`src/rtl/ysyx_25040111_memarb.sv`:
```
// Two-master round-robin arbiter sharing one burst read/write memory port
// between the icache refill engine (I) and the load/store unit (D).
module ysyx_25040111_memarb #(
   parameter bit IDLE_RR = 1'b1
) (
   input  logic        clock,
   input  logic        reset,
   input  logic        i_rstart,
   input  logic [31:0] i_raddr,
   input  logic [7:0]  i_rlen,
   output logic        i_rok,
   output logic [31:0] i_rdata,
   input  logic        d_start,
   input  logic        d_wen,
   input  logic [31:0] d_addr,
   input  logic [31:0] d_wdata,
   input  logic [3:0]  d_wmask,
   output logic        d_ok,
   output logic [31:0] d_rdata,
   output logic        m_start,
   output logic        m_wen,
   output logic [31:0] m_addr,
   output logic [7:0]  m_len,
   output logic [31:0] m_wdata,
   output logic [3:0]  m_wmask,
   input  logic        m_ok,
   input  logic [31:0] m_rdata
);

   localparam int unsigned AW = 32;
   localparam int unsigned DW = 32;
   localparam int unsigned LW = 8;
   localparam int unsigned SW = 4;

   typedef enum logic [1:0] {
      IDLE  = 2'd0,
      OWN_I = 2'd1,
      OWN_D = 2'd2
   } state_t;

   state_t          state_q, state_n;
   logic            i_pend_q, i_pend_n;
   logic [AW-1:0]   i_addr_q, i_addr_n;
   logic [LW-1:0]   i_len_q, i_len_n;
   logic            d_pend_q, d_pend_n;
   logic            d_wen_q, d_wen_n;
   logic [AW-1:0]   d_addr_q, d_addr_n;
   logic [DW-1:0]   d_wdata_q, d_wdata_n;
   logic [SW-1:0]   d_wmask_q, d_wmask_n;
   logic [LW-1:0]   cnt_q, cnt_n;
   logic            last_q, last_n;

   logic            m_start_n, m_wen_n;
   logic [AW-1:0]   m_addr_n;
   logic [LW-1:0]   m_len_n;
   logic [DW-1:0]   m_wdata_n;
   logic [SW-1:0]   m_wmask_n;

   logic            fin, launch, i_cand, d_cand, pick_i, pick_d;
   logic [AW-1:0]   i_src_addr, d_src_addr;
   logic [LW-1:0]   i_src_len;
   logic [DW-1:0]   d_src_wdata;
   logic [SW-1:0]   d_src_wmask;
   logic            d_src_wen;

   // State and registered downstream request fields
   always_ff @(posedge clock) begin
      if (!reset) begin
         state_q   <= IDLE;
         i_pend_q  <= 1'b0;
         i_addr_q  <= '0;
         i_len_q   <= '0;
         d_pend_q  <= 1'b0;
         d_wen_q   <= 1'b0;
         d_addr_q  <= '0;
         d_wdata_q <= '0;
         d_wmask_q <= '0;
         cnt_q     <= '0;
         last_q    <= IDLE_RR;
         m_start   <= 1'b0;
         m_wen     <= 1'b0;
         m_addr    <= '0;
         m_len     <= '0;
         m_wdata   <= '0;
         m_wmask   <= '0;
      end else begin
         state_q   <= state_n;
         i_pend_q  <= i_pend_n;
         i_addr_q  <= i_addr_n;
         i_len_q   <= i_len_n;
         d_pend_q  <= d_pend_n;
         d_wen_q   <= d_wen_n;
         d_addr_q  <= d_addr_n;
         d_wdata_q <= d_wdata_n;
         d_wmask_q <= d_wmask_n;
         cnt_q     <= cnt_n;
         last_q    <= last_n;
         m_start   <= m_start_n;
         m_wen     <= m_wen_n;
         m_addr    <= m_addr_n;
         m_len     <= m_len_n;
         m_wdata   <= m_wdata_n;
         m_wmask   <= m_wmask_n;
      end
   end

   // Next-state, capture, arbitration and launch
   always_comb begin
      state_n   = state_q;
      i_pend_n  = i_pend_q;
      i_addr_n  = i_addr_q;
      i_len_n   = i_len_q;
      d_pend_n  = d_pend_q;
      d_wen_n   = d_wen_q;
      d_addr_n  = d_addr_q;
      d_wdata_n = d_wdata_q;
      d_wmask_n = d_wmask_q;
      cnt_n     = cnt_q;
      last_n    = last_q;
      m_start_n = 1'b0;
      m_wen_n   = m_wen;
      m_addr_n  = m_addr;
      m_len_n   = m_len;
      m_wdata_n = m_wdata;
      m_wmask_n = m_wmask;

      case (state_q)
         OWN_I:   fin = m_ok && (cnt_q == m_len);
         OWN_D:   fin = m_ok;
         default: fin = 1'b0;
      endcase
      launch = (state_q == IDLE) || fin;

      i_cand = i_pend_q || i_rstart;
      d_cand = d_pend_q || d_start;
      // last_q == 1 means D owned the port most recently, so I wins a tie
      pick_i = i_cand && (!d_cand || last_q);
      pick_d = d_cand && !pick_i;

      i_src_addr  = i_pend_q ? i_addr_q  : i_raddr;
      i_src_len   = i_pend_q ? i_len_q   : i_rlen;
      d_src_addr  = d_pend_q ? d_addr_q  : d_addr;
      d_src_wdata = d_pend_q ? d_wdata_q : d_wdata;
      d_src_wmask = d_pend_q ? d_wmask_q : d_wmask;
      d_src_wen   = d_pend_q ? d_wen_q   : d_wen;

      // Inside a live I burst, i_rstart is a beat request, not a new transaction
      if (i_rstart && !i_pend_q && ((state_q != OWN_I) || fin)) begin
         i_pend_n = 1'b1;
         i_addr_n = i_raddr;
         i_len_n  = i_rlen;
      end
      if (d_start && !d_pend_q && ((state_q != OWN_D) || fin)) begin
         d_pend_n  = 1'b1;
         d_wen_n   = d_wen;
         d_addr_n  = d_addr;
         d_wdata_n = d_wdata;
         d_wmask_n = d_wmask;
      end

      if (launch) begin
         if (pick_i) begin
            state_n   = OWN_I;
            i_pend_n  = 1'b0;
            last_n    = 1'b0;
            cnt_n     = '0;
            m_start_n = 1'b1;
            m_wen_n   = 1'b0;
            m_addr_n  = i_src_addr;
            m_len_n   = i_src_len;
            m_wdata_n = '0;
            m_wmask_n = '0;
         end else if (pick_d) begin
            state_n   = OWN_D;
            d_pend_n  = 1'b0;
            last_n    = 1'b1;
            cnt_n     = '0;
            m_start_n = 1'b1;
            m_wen_n   = d_src_wen;
            m_addr_n  = d_src_addr;
            m_len_n   = '0;
            m_wdata_n = d_src_wdata;
            m_wmask_n = d_src_wmask;
         end else begin
            state_n = IDLE;
         end
      end else if (state_q == OWN_I) begin
         if (m_ok) begin
            cnt_n = cnt_q + LW'(1);
         end
         if (i_rstart) begin
            m_start_n = 1'b1;
            m_addr_n  = i_raddr;
         end
      end
   end

   // Completions go back only to the current owner
   assign i_rok   = m_ok && (state_q == OWN_I);
   assign d_ok    = m_ok && (state_q == OWN_D);
   assign i_rdata = m_rdata;
   assign d_rdata = m_rdata;

endmodule

```
`config.mk`:
```
export PLATFORM = sky130hd
export DESIGN_NAME = ysyx_25040111_memarb
export DESIGN_NICKNAME = d
export VERILOG_FILES = /design/src/rtl/ysyx_25040111_memarb.sv
export SDC_FILE = /design/constraint.sdc
export NUM_CORES = 1
export LEC_CHECK = 0
export ABC_AREA = 1
export CORE_ASPECT_RATIO = 1.25
export CORE_MARGIN = 3
export CORE_UTILIZATION = 32
export CTS_CLUSTER_DIAMETER = 100
export DETAILED_ROUTE_END_ITERATION = 12
export SYNTH_ARGS = -nofsm -noshare
export SYNTH_HDL_FRONTEND = slang
export SYNTH_SLANG_ARGS = --single-unit
```
`constraint.sdc`:
```
create_clock -name clock -period 2.8 [get_ports clock]
set_clock_uncertainty 0.1 [all_clocks]
set_input_delay 0.7 -clock clock [delete_from_list [all_inputs] [get_ports clock]]
set_output_delay 0.7 -clock clock [all_outputs]
set_load 0.02 [all_outputs]
```
==> metrics.md <==
| Metric | Value |
|---|---|
| CTS buffer count | `17` |
| Hold path cells | `2` |
| Sequential area share after synthesis | `39.8%` |
| Warnings, synthesis | `0` |
| Largest net degree at the start of global routing | `141` |
| Die area | `33600 sq um` |
| Hpwl dp | `20100 microns` |
| CP Launch Type | `input pin` |
| Mapped Avg Cell Area | `6.52 sq um` |
| Area grow syn2layout | `25.6%` |
| Register area | `4010 sq um` |
| Worst-path cell chain | `clkdlybuf4s50_1 -> nand2_1 -> inv_1 -> clkdlybuf4s50_1` |
| Final min period | `2.74 ns` |
| GRT Overall Usage | `16.9%` |
| Status | `finished, final reports clean` |
| Synth top area share | `39.8%` |
| Die X | `165 microns` |
| Delay-heaviest family, CP | `buffers and inverters` |
| Routed len/inst | `14.1 microns` |
| Core Area | `30600 sq um` |
| RSZ-0062 raised after global routing | `no` |
| 1st-iter DRT viols | `489` |
| Routed vias | `9487` |
| Grt ovf | `0` |
| CP peak stage delay | `0.59 ns` |
| Worst hold margin | `0.354 ns` |
| CTS Sinks | `200` |
| Crit. End Element | `output pin` |
| Worst min path class | `flop to flop` |
| Max-Cap Viols | `0` |
| CP most frequent cell | `clkdlybuf4s50_1` |
| Multi-input gate area | `4510 sq um` |
| Final Setup Violations | `0` |
| Clock latency on the worst-skew pair | `0.43 ns` |
| Hold_buf cts | `0` |
| Max VDD drop | `0.000640 V` |
| Fin. max-slew vios | `0` |
| FILL cells | `3223` |
| Syn nets | `1693` |
| Pwr/cell area | `1020 nW/um^2` |
| Starting Density | `32.9%` |
| Slowest CP cell | `clkdlybuf4s50_1` |
| CTS tree | `built` |
| Required time of the worst setup path | `2.00 ns` |
| Most frequent cells in the layout | `381 x nand2_1, 247 x o21ai_0, 198 x dfxtp_1` |
| Crit Path Category | `input pin to output pin` |
| CP bufs+invs | `3` |
| CP Max Fanout | `3` |
| Post-Synthesis Cells | `1543` |
| Clk buf depth | `2` |
| Post-CTS Setup Inserts | `0` |
| Leakage dissipation | `5.43 nW` |
| Final worst-path cycle share | `97.9%` |
| Max_slew headroom | `56.8%` |
| Root buffer cell | `clkbuf_16` |
| Critical Path AT | `1.94 ns` |
| Reg2reg path depth | `15` |
| Initial antenna violation count | `5` |
| DR vias/cell | `4.65` |
| Vias in the first global route | `8653` |
| Die Height | `204 microns` |
| RD Place Congestion | `0.822` |
| Commonest non-fill, non-tap cell in the layout | `nand2_1` |
| Worst-margin pin slew | `0.647 ns` |
| Fin nets | `1774` |
| Global-route wire length before repair | `45700 microns` |
| WP depth | `4` |
| Drt pass-1 iters | `7` |
| Syn Std Cell Area | `10100 sq um` |
| Total Routed Length | `28700 microns` |
| DRC | `0` |
| Max frequency | `0.365 GHz` |
| Clk pin slew, worst setup/hold paths | `0.07 ns` |
| Count of input and output buffers | `193` |
| Count of cell types in the netlist | `26` |
| Synthesis-stage register bit count | `200` |
| ANT nets after route | `0` |
| H-tree Lvls | `4` |
| Num rows | `71` |
| Share of post-route cells with drive strength above 1 | `5.25%` |
| Synth top area cells | `dfxtp_1 40%, nand2_1 14%, o21ai_0 12%` |
| Fin. Hold Viols | `0` |
| Number of I/O pins | `290` |
| Synth area leader | `dfxtp_1` |
| Setup TNS | `0 ns` |
==> per-layer routing <==
layer  part of all wire, %  wire [microns]  global-route usage [%]
met1                    43           12400                    21.1
met2                    46           13300                    27.1
met3                   7.0            2010                    5.03
met4                   3.0             873                    6.83
met5                  0.16              46                       0
==> layout make-up <==
type                       count  area share [%]
multi-input combinational   1011            35.7
sequential                   200            31.7
timing repair buffer         229            19.1
inverter                     165            4.90
tap                          401            3.97
clock buffer                  21            3.65
clock inverter                11           0.902
antenna                        2          0.0396
==> repair_timing <==
action | in CTS | in global routing
resized for setup | 0 | 1
setup endpoints to repair | 0 | 1
hold endpoints to repair | 0 | 0
==> Yosys cell counts (all sizes together) <==
library cell	number
clkinv	1
dfxtp	200
nor3	4
xnor2	1
o211ai	2
clkbuf	66
nand2	386
nor2	162
nand4	2
ha	4
inv	164
a211oi	9
nand3	81
o22ai	1
a21oi	106
o21ai	247
nand3b	1
buf	101
xor2	4
a31oi	1
==> worst register-to-register path: stages (launching register included) <==
cell and delay, ns:
dfxtp_1 0.37, inv_1 0.07, ha_1 0.22, nand2_1 0.09, a21oi_1 0.04, nand3_1 0.08
nor2_1 0.04, nand2_1 0.07, nand2_2 0.06, nand2_2 0.10, nand2_1 0.08, nand2_2 0.10
buf_4 0.17, clkinv_1 0.24, o21ai_0 0.23, nor2_1 0.06
==> metrics by stage <==
step	util, %	cell area (sq um)	total power [mW]	std cells	setup WS, ns
after floorplan	-	10100	8.31	1543	0.747
after detailed placement	39.4	12000	10.5	2006	0.00748
final	41.3	12600	12.9	2040	0.0588
after global routing	41.3	12600	14.0	2039	0.00555
after CTS	41.3	12600	13.0	2038	0.00533
after global placement	39.4	12000	10.4	2006	0.00671
==> cells by family after synthesis <==
logic type / synth area share (%)
flops: 39.8
buf+inv: 15.7
simple gates: 25.0
fa+ha+maj: 0.498
xor+xnor: 0.436
compound gates: 18.6
==> flip-flops by register name, summed over array words and instances, names as in the netlist, 8 cells and up <==
register	cells
cnt_q	8
d_addr_q	32
d_wdata_q	32
i_addr_q	32
i_len_q	8
m_addr	32
m_len	8
m_wdata	32
==> worst paths after layout <==
kind / startpoint / endpoint / slack (ns)
worst min-delay path: d_wdata_q[26] / d_wdata_q[26] / 0.35
worst max-delay path: m_ok / d_ok / 0.06
worst min register to register: d_wdata_q[26] / d_wdata_q[26] / 0.35
worst max register to register: state_q[1] / i_pend_q / 0.58
==> where the power goes <==
part           switching [mW]  internal (mW)  leakage, nW
Clock                    1.16           1.29        0.277
Combinational            3.88           2.51         3.50
Sequential              0.388           3.65         1.65
Power figures use the tool's default switching activity.
